`config.mk`:
```
export PLATFORM = sky130hd
export DESIGN_NAME = uart_tx
export DESIGN_NICKNAME = d
export VERILOG_FILES = /design/src/rtl/uart_tx.sv
export SDC_FILE = /design/constraint.sdc
export NUM_CORES = 1
export LEC_CHECK = 0
export CORE_MARGIN = 3
export CORE_UTILIZATION = 50
export CTS_CLUSTER_SIZE = 24
export DETAILED_ROUTE_END_ITERATION = 12
export PLACE_DENSITY = 0.72
export SLEW_MARGIN = 25
export SYNTH_ARGS = -nofsm -noshare
export SYNTH_HDL_FRONTEND = slang
export SYNTH_SLANG_ARGS = --single-unit
export TNS_END_PERCENT = 30
```
`constraint.sdc`:
```
create_clock -name clk -period 7.06 [get_ports clk]
set_clock_uncertainty 0.05 [all_clocks]
set_input_delay 1.765 -clock clk [delete_from_list [all_inputs] [get_ports clk]]
set_output_delay 1.765 -clock clk [all_outputs]
set_load 0.1 [all_outputs]
```
`src/rtl/uart_tx.sv`:
```
// uart_tx: 8N1 UART transmitter with a small byte FIFO and cts flow control.
// Bytes enter through a valid/ready handshake. They are sent LSB first at
// BIT_CLK system clocks per bit, with STOP_BITS stop bits.
//
// state | meaning
// IDLE  | line high, waiting for a queued byte and cts
// START | start bit (low) for BIT_CLK cycles
// DATA  | eight data bits, LSB first
// STOP  | stop bit(s) high; the next queued byte may start straight from here
module uart_tx #(
    parameter int BIT_CLK    = 87,
    parameter int FIFO_DEPTH = 4,
    parameter int STOP_BITS  = 1
) (
    input  logic       clk,
    input  logic       rst_n,
    input  logic [7:0] txdata,
    input  logic       tx_valid,
    output logic       tx_ready,
    input  logic       cts,
    output logic       txd,
    output logic       busy
);
    localparam int CNT_W = $clog2(BIT_CLK);
    localparam int PTR_W = (FIFO_DEPTH > 1) ? $clog2(FIFO_DEPTH) : 1;
    localparam int OCC_W = PTR_W + 1;
    localparam logic [CNT_W-1:0] CNT_LAST  = CNT_W'(BIT_CLK - 1);
    localparam logic [2:0]       STOP_LAST = 3'(STOP_BITS - 1);
    localparam logic [OCC_W-1:0] OCC_FULL  = OCC_W'(FIFO_DEPTH);

    typedef enum logic [2:0] {
        IDLE  = 3'd0,
        START = 3'd1,
        DATA  = 3'd2,
        STOP  = 3'd3
    } state_t;

    state_t           state_q, state_d;
    logic [CNT_W-1:0] cnt_q, cnt_d;
    logic [2:0]       idx_q, idx_d;
    logic [7:0]       shift_q, shift_d;
    logic             txd_q, txd_d;
    logic             cts_meta_q, cts_s_q;
    logic [PTR_W-1:0] wr_ptr_q, wr_ptr_d;
    logic [PTR_W-1:0] rd_ptr_q, rd_ptr_d;
    logic [OCC_W-1:0] occ_q, occ_d;
    logic [7:0]       fifo_mem_q [FIFO_DEPTH];

    logic push;
    logic pop;
    logic full;
    logic non_empty;
    logic bit_end;
    logic can_start;

    assign full      = (occ_q == OCC_FULL);
    assign non_empty = (occ_q != '0);
    assign push      = tx_valid && !full;
    assign bit_end   = (cnt_q == CNT_LAST);
    assign can_start = non_empty && cts_s_q;

    assign tx_ready = !full;
    assign txd      = txd_q;
    assign busy     = non_empty || (state_q != IDLE);

    // Two-flop synchronizer for the asynchronous cts input.
    always_ff @(posedge clk or negedge rst_n) begin
        if (!rst_n) begin
            cts_meta_q <= 1'b0;
            cts_s_q    <= 1'b0;
        end else begin
            cts_meta_q <= cts;
            cts_s_q    <= cts_meta_q;
        end
    end

    // FIFO storage; it needs no reset because occupancy decides what is valid.
    always_ff @(posedge clk) begin
        if (push) begin
            fifo_mem_q[wr_ptr_q] <= txdata;
        end
    end

    // Next FIFO pointers and occupancy. A pop does not free space for a push
    // on the same edge when the FIFO is full.
    always_comb begin
        wr_ptr_d = wr_ptr_q;
        rd_ptr_d = rd_ptr_q;
        occ_d    = occ_q;
        if (push) begin
            wr_ptr_d = wr_ptr_q + PTR_W'(1);
        end
        if (pop) begin
            rd_ptr_d = rd_ptr_q + PTR_W'(1);
        end
        if (push && !pop) begin
            occ_d = occ_q + OCC_W'(1);
        end else if (!push && pop) begin
            occ_d = occ_q - OCC_W'(1);
        end
    end

    // Next state, bit timing and the registered line value.
    always_comb begin
        state_d = state_q;
        cnt_d   = cnt_q;
        idx_d   = idx_q;
        shift_d = shift_q;
        pop     = 1'b0;
        case (state_q)
            IDLE: begin
                cnt_d = '0;
                idx_d = '0;
                if (can_start) begin
                    pop     = 1'b1;
                    shift_d = fifo_mem_q[rd_ptr_q];
                    state_d = START;
                end
            end
            START: begin
                if (bit_end) begin
                    cnt_d   = '0;
                    idx_d   = '0;
                    state_d = DATA;
                end else begin
                    cnt_d = cnt_q + CNT_W'(1);
                end
            end
            DATA: begin
                if (bit_end) begin
                    cnt_d = '0;
                    if (idx_q == 3'd7) begin
                        idx_d   = '0;
                        state_d = STOP;
                    end else begin
                        idx_d = idx_q + 3'd1;
                    end
                end else begin
                    cnt_d = cnt_q + CNT_W'(1);
                end
            end
            STOP: begin
                if (bit_end) begin
                    cnt_d = '0;
                    if (idx_q == STOP_LAST) begin
                        // The idx counter counts stop bits in this state.
                        idx_d = '0;
                        if (can_start) begin
                            pop     = 1'b1;
                            shift_d = fifo_mem_q[rd_ptr_q];
                            state_d = START;
                        end else begin
                            state_d = IDLE;
                        end
                    end else begin
                        idx_d = idx_q + 3'd1;
                    end
                end else begin
                    cnt_d = cnt_q + CNT_W'(1);
                end
            end
            default: begin
                state_d = IDLE;
                cnt_d   = '0;
                idx_d   = '0;
            end
        endcase

        case (state_d)
            START:   txd_d = 1'b0;
            DATA:    txd_d = shift_d[idx_d];
            default: txd_d = 1'b1;
        endcase
    end

    // State, pointer and line registers.
    always_ff @(posedge clk or negedge rst_n) begin
        if (!rst_n) begin
            state_q  <= IDLE;
            cnt_q    <= '0;
            idx_q    <= '0;
            shift_q  <= '0;
            txd_q    <= 1'b1;
            wr_ptr_q <= '0;
            rd_ptr_q <= '0;
            occ_q    <= '0;
        end else begin
            state_q  <= state_d;
            cnt_q    <= cnt_d;
            idx_q    <= idx_d;
            shift_q  <= shift_d;
            txd_q    <= txd_d;
            wr_ptr_q <= wr_ptr_d;
            rd_ptr_q <= rd_ptr_d;
            occ_q    <= occ_d;
        end
    end

endmodule

```
==> insert_results.sql, run 1 <==
INSERT INTO impl_metrics (metric_group, metric, value, unit) VALUES
('run_status', 'status', 'completed', ''),
('critical_path', 'required', '5250', 'ps'),
('critical_path', 'worst_reg2reg_endpoint', 'occ_q[1]', ''),
('power_and_ir_drop', 'power.share.sequential', '49.5', '%'),
('logic_synthesis', 'yosysSeqAreaShare', '61.43', '%'),
('logic_synthesis', 'count_of_state_elements_after_synthesis', '63', ''),
('logic_synthesis', 'synth_flop_cell', 'edfxtp_1', ''),
('sta', 'slew_headroom', '35.58', '%'),
('clock_network', 'post_cts_buffers', '0', ''),
('floorplanning', 'die-area', '0.006597', 'mm²'),
('critical_path', 'critPathCapture', 'busy', ''),
('critical_path', 'regToRegSetupSlack', '4050', 'ps'),
('layout', 'antenna_cells', '0', ''),
('power_and_ir_drop', 'p_int', '734.8', 'µW'),
('detailed_routing', 'route.antenna.remaining_nets', '0', ''),
('logic_synthesis', 'synth_top_area_cells', 'edfxtp_1, dfrtp_1, mux4_2', ''),
('detailed_routing', 'via_to_cell_ratio', '5.362', ''),
('logic_synthesis', 'synth_top_area_share', '33.97', '%'),
('clock_network', 'worst_skew_pair_later_pin_latency', '320', 'ps'),
('global_route', 'use_met2', '25.78', '%'),
('clock_network', 'path_clk_slew', '70', 'ps'),
('logic_synthesis', 'synthesis.area', '0.002829', 'mm²'),
('clock_network', 'htree_num_levels', '3', ''),
('logic_synthesis', 'synth_fp_nets', '227', ''),
('logic_synthesis', 'post_synthesis_average_cell_area', '13.87', 'µm²'),
('sta', 'report.final.hold_viol_count', '0', ''),
('critical_path', 'crit_start', 'occ_q[0]', ''),
('sta', 'final_clock_period_utilization_by_the_worst_path', '63.90', '%'),
('sta', 'worst-slew-pin-transition', '963.3', 'ps'),
('logic_synthesis', 'synth_top_cell_by_area', 'edfxtp_1', ''),
('global_route', 'track_usage', '16.41', '%'),
('layout', 'finalInstanceArea', '0.003192', 'mm²'),
('clock_network', 'tritoncts.num_buffers', '9', ''),
('critical_path', 'r2r_cells', '10', ''),
('layout', 'area.growth.synth_to_final', '12.83', '%'),
('logic_synthesis', 'synth_warnings', '0', ''),
('detailed_routing', 'first_pass_drt_iterations', '4', ''),
('logic_synthesis', 'number_of_enable_flip_flop_cells_after_synthesis', '32', ''),
('critical_path', 'crit_arrival', '2700', 'ps'),
('global_route', 'grt-busiest-layer', 'met2', ''),
('power_and_ir_drop', 'leakage', '1.261', 'nW'),
('clock_network', 'max-clock-path-buffers', '2', ''),
('power_and_ir_drop', 'comb_power_share', '26.1', '%'),
('layout', 'num-fill-cells', '427', ''),
('power_and_ir_drop', 'pwr_density_cell', '338.9', 'mW/mm²'),
('power_and_ir_drop', 'switching_share', '32.07', '%'),
('floorplanning', 'fp-row-count', '26', ''),
('critical_path', 'critical_path_class', 'reg -> out', ''),
('sta', 'final_period_minus_worst_setup_slack', '4511', 'ps'),
('critical_path', 'critPathLaunchType', 'flop', ''),
('clock_network', 'tritoncts', 'yes', ''),
('layout', 'most_frequent_cells_in_the_layout', 'edfxtp_1, dfrtp_1, nand2_1', ''),
('sta', 'final_max_slew_viol_count', '0', ''),
('clock_network', 'root_buffer', 'clkbuf_8', ''),
('global_route', 'maximum_number_of_pins_on_one_net_before_global_route_repair', '32', ''),
('global_route', 'antenna_found_initial', '0', ''),
('layout', 'final_layout_size_suffix_gt1_share', '15.35', '%'),
('critical_path', 'worst_setup_path_end_kind', 'output pin', ''),
('detailed_routing', 'routed_wl_per_cell', '15.31', 'µm'),
('sta', 'achievable-frequency', '221.7', 'MHz'),
('logic_synthesis', 'synth_cells', '204', ''),
('clock_network', 'cts-resized-gates', '0', ''),
('global_route', 'globalRouteMet3Util', '3.991', '%'),
('hold_path', 'worst_hold_path_type', 'reg -> reg', ''),
('floorplanning', 'die_w', '81.22', 'µm'),
('floorplanning', 'core_area', '0.005303', 'mm²'),
('power_and_ir_drop', 'maximum_resistive_drop_on_vdd', '0.1753', 'mV'),
('placed_design', 'placement_cell_area', '0.003024', 'mm²'),
('critical_path', 'highest_fanout_seen_on_the_critical_path', '4', ''),
('layout', 'layout.nets', '246', ''),
('logic_synthesis', 'async_reset_ff_share', '49.21', '%');
sequential cells by signal, indices dropped and copies added, names as in the netlist:
register and cells:
idx_q 3, fifo_mem_q 32, txd 1, state_q 3, cts_meta_q 1, rd_ptr_q 2
shift_q 8, cnt_q 7, occ_q 3, cts_s_q 1, wr_ptr_q 2
how the worst min path moves through the flow:
stage | start | endpoint | slack, ps | cells after the start
floorplan | cts_meta_q | cts_s_q | 280 | 0
global placement | cts_meta_q | cts_s_q | 280 | 0
detailed placement | cts_meta_q | cts_s_q | 290 | 0
CTS | cts_meta_q | cts_s_q | 300 | 0
global route | cts_meta_q | cts_s_q | 310 | 0
finish | cts_meta_q | cts_s_q | 300 | 0
metrics by stage:
step | std cells | setup slack (ps) | hold slack, ps | total power [mW] | util, %
global route | 298 | 2449 | 311.7 | 1.152 | 60.19
finish | 298 | 2549 | 302.3 | 1.082 | 60.19
floorplan | 204 | 3600 | 281.2 | 0.7565 | -
detailed placement | 282 | 2882 | 287.1 | 0.8299 | 57.03
CTS | 298 | 2517 | 303.6 | 1.097 | 60.19
global placement | 282 | 2906 | 284.0 | 0.8205 | 57.03
final cells by class:
cell class / count / share of cell area [%]
Sequential cell: 63 / 54.45
Tap cell: 70 / 2.744
Multi-Input combinational cell: 120 / 31.13
Clock buffer: 11 / 4.116
Timing Repair Buffer: 15 / 4.626
Inverter: 14 / 1.803
Clock inverter: 5 / 1.137
critical path: stages (launching register included):
cell and delay [ps]:
dfrtp_1 440, or3_1 410, or4_2 540, clkdlybuf4s50_1 990
metal layers:
layer  up-vias  wire length [µm]
met2        27              2203
met1       784              2171
li1        783                 -
met4         0                32
met5         -                 0
met3         4               155
cell families (layout without fill, tap and decap cells):
group,after synthesis,count (layout),share of synthesized area (%)
flops,63,63,61.43
mux,11,11,7.563
buf+inv,21,45,3.450
compound gates,26,26,7.342
other cells,1,1,0.1326
fa+ha+maj,11,11,5.131
xor+xnor,12,12,3.715
simple gates,59,59,11.23
Yosys cell counts (all sizes together), types with 5 or more instances:
| cell type | number |
|---|---|
| xor2 | 6 |
| edfxtp | 32 |
| nand2 | 17 |
| o21ai | 5 |
| inv | 13 |
| nor2 | 11 |
| dfrtp | 30 |
| mux4 | 8 |
| ha | 10 |
| nand3 | 9 |
| and3 | 7 |
| xnor2 | 6 |
power groups by stage:
stage	Clock, mW	Combinational, mW	Sequential (mW)
6_report	0.263	0.283	0.536
5_1_grt	0.291	0.311	0.550
4_1_cts	0.272	0.286	0.539
3_5_place_dp	0	0.284	0.546
3_3_place_gp	0	0.279	0.542
2_1_floorplan	0	0.237	0.519
(Power assumes the default switching activity.)
==> run 2: changes to the inputs <==
==> constraint.sdc (replaced) <==
create_clock -name clk -period 4.5 [get_ports clk]
set_clock_uncertainty 0.05 [all_clocks]
set_input_delay 1.125 -clock clk [delete_from_list [all_inputs] [get_ports clk]]
set_output_delay 1.125 -clock clk [all_outputs]
set_load 0.1 [all_outputs]
==> insert_results.sql, run 2 (same netlist as run 1, synthesis figures left out) <==
INSERT INTO impl_metrics (metric_group, metric, value, unit) VALUES
('placed_design', 'gp_congestion', '0.7981', ''),
('layout', 'register_containing_the_most_flip_flops_in_the_final_layout', 'fifo_mem_q', ''),
('clock_network', 'path_clk_slew', '70', 'ps'),
('layout', 'area.growth.synth_to_final', '15.26', '%'),
('detailed_routing', 'drcViolationCount', '0', ''),
('clock_network', 'max-clock-path-buffers', '2', ''),
('global_route', 'antenna_found_initial', '0', ''),
('global_route', 'grt_ovf', '0', ''),
('critical_path', 'worst_setup_path_end_kind', 'output pin', ''),
('clock_network', 'worst_skew_pair_later_pin_latency', '320', 'ps'),
('placed_design', 'dp.cells', '282', ''),
('sta', 'achievable-frequency', '258.9', 'MHz'),
('critical_path', 'required', '3320', 'ps'),
('layout', 'biggestRegsByFlops', 'fifo_mem_q (32), shift_q (8), cnt_q (7)', ''),
('sta', 'slew_headroom', '35.76', '%'),
('critical_path', 'rr_startpoint', 'cnt_q[0]', ''),
('power_and_ir_drop', 'pwr_density_cell', '572.5', 'mW/mm²'),
('clock_network', 'htree_num_levels', '3', ''),
('run_status', 'status', 'completed', ''),
('sta', 'grt_setup_unrepaired', 'false', ''),
('detailed_routing', 'routed_wl_per_cell', '15.45', 'µm'),
('global_route', 'first_global_vias', '1678', ''),
('floorplanning', 'fp-row-count', '26', ''),
('detailed_routing', 'route.antenna.remaining_nets', '0', ''),
('clock_network', 'root_buffer', 'clkbuf_8', ''),
('sta', 'final_clock_period_utilization_by_the_worst_path', '85.85', '%'),
('placed_design', 'port-buffer-count', '14', ''),
('layout', 'layout.nets', '246', ''),
('layout', 'largest_reg_flops', '32', ''),
('critical_path', 'regToRegSetupSlack', '1470', 'ps'),
('layout', 'antenna_cells', '0', ''),
('layout', 'num-fill-cells', '428', ''),
('floorplanning', 'start_util', '53.35', '%'),
('sta', 'report.final.hold_viol_count', '0', ''),
('power_and_ir_drop', 'leakage', '1.304', 'nW'),
('layout', 'finish.cell_count_without_fillers', '298', ''),
('detailed_routing', 'first_pass_drt_iterations', '4', ''),
('clock_network', 'numClockSinks', '63', ''),
('sta', 'final_period_minus_worst_setup_slack', '3863', 'ps'),
('sta', 'setup_viol', '0', ''),
('layout', 'layout.core_utilization', '61.49', '%'),
('floorplanning', 'die-area', '0.006597', 'mm²'),
('critical_path', 'highest_fanout_seen_on_the_critical_path', '4', ''),
('layout', 'finalInstanceArea', '0.003261', 'mm²'),
('critical_path', 'crit_start', 'occ_q[0]', ''),
('detailed_routing', 'route.vias.total', '1620', ''),
('layout', 'most_frequent_cells_in_the_layout', 'edfxtp_1, dfrtp_1, nand2_1', ''),
('global_route', 'grt_first_pass_wirelength', '7983', 'µm'),
('detailed_routing', 'dr.first_iter.drc_count', '106', ''),
('layout', 'final_common_cell', 'edfxtp_1', ''),
('hold_path', 'worst_hold_path_type', 'reg -> reg', ''),
('placed_design', 'placement_cell_area', '0.003024', 'mm²'),
('sta', 'fin_setup_tns', '0', 'ps'),
('clock_network', 'post_cts_buffers', '0', ''),
('sta', 'worst-slew-pin-transition', '960.5', 'ps'),
('sta', 'final_max_slew_viol_count', '0', ''),
('detailed_routing', 'via_to_cell_ratio', '5.436', ''),
('placed_design', 'dpl.hpwl', '3123', 'µm'),
('global_route', 'track_usage', '16.61', '%'),
('detailed_routing', 'totalWireLength', '4605', 'µm'),
('clock_network', 'tritoncts.num_buffers', '9', ''),
('power_and_ir_drop', 'maximum_resistive_drop_on_vdd', '0.3102', 'mV'),
('layout', 'final_layout_size_suffix_gt1_share', '16.23', '%'),
('critical_path', 'critical_path_class', 'reg -> out', ''),
('floorplanning', 'die_height', '81.22', 'µm'),
('clock_network', 'cts.hold.buffers_added', '0', ''),
('critical_path', 'critPathLaunchType', 'flop', ''),
('floorplanning', 'pin_count', '15', ''),
('clock_network', 'tritoncts', 'yes', ''),
('clock_network', 'cts-resized-gates', '0', ''),
('hold_path', 'worstHoldStart', 'cts_meta_q', ''),
('flow_run', 'cap_viol_max_count', '0', ''),
('global_route', 'maximum_number_of_pins_on_one_net_before_global_route_repair', '32', ''),
('floorplanning', 'die_w', '81.22', 'µm'),
('critical_path', 'crit_arrival', '2690', 'ps'),
('floorplanning', 'core_area', '0.005303', 'mm²');
## run 2: worst paths after layout
check	cells past startpoint	endpoint
setup / recovery	3	busy
hold / removal	0	cts_s_q
setup reg to reg	10	occ_q[1]
hold reg to reg	0	cts_s_q
max in group asynchronous	2	txd
min in group asynchronous	2	idx_q[2]
## run 2: area by class of cell
class                           count  area (µm²)  area share [%]
Sequential cell                    63        1738           53.30
Multi-Input combinational cell    120       993.5           30.47
Timing Repair Buffer               15       147.6           4.528
Clock buffer                       10       127.6           3.914
Clock inverter                      6       108.9           3.338
Tap cell                           70       87.58           2.686
Inverter                           14       57.56           1.765
## run 2: metal layers
metal | GRT usage (%) | vias up | wire [µm] | part of all wire [%]
li1 | - | 783 | - | -
met2 | 26.11 | 25 | 2307 | 50
met1 | 21.93 | 807 | 2121 | 46
met3 | 4.656 | 5 | 136 | 3.0
met4 | 6.588 | 0 | 39 | 0.85
met5 | 0 | - | 0 | 0
## run 2: worst max-delay path: stages (launching register included)
cell and delay, ps:
dfrtp_1 430, or3_1 400, or4_2 550, clkdlybuf4s50_1 980
## run 2: metrics by stage
step / setup WS [ps] / hold WS (ps) / power [mW]
floorplan: 1680 / 281.2 / 1.187
global placement: 992.5 / 284.0 / 1.288
detailed placement: 971.2 / 286.3 / 1.308
CTS: 604.6 / 302.6 / 1.884
global route: 527.5 / 310.9 / 1.977
finish: 636.9 / 301.8 / 1.867
## run 2: power breakdown
group          leakage (nW)  switching (mW)  internal (mW)
sequential            0.685          0.0968          0.747
clock                 0.120           0.206          0.367
combinational         0.499           0.243          0.207
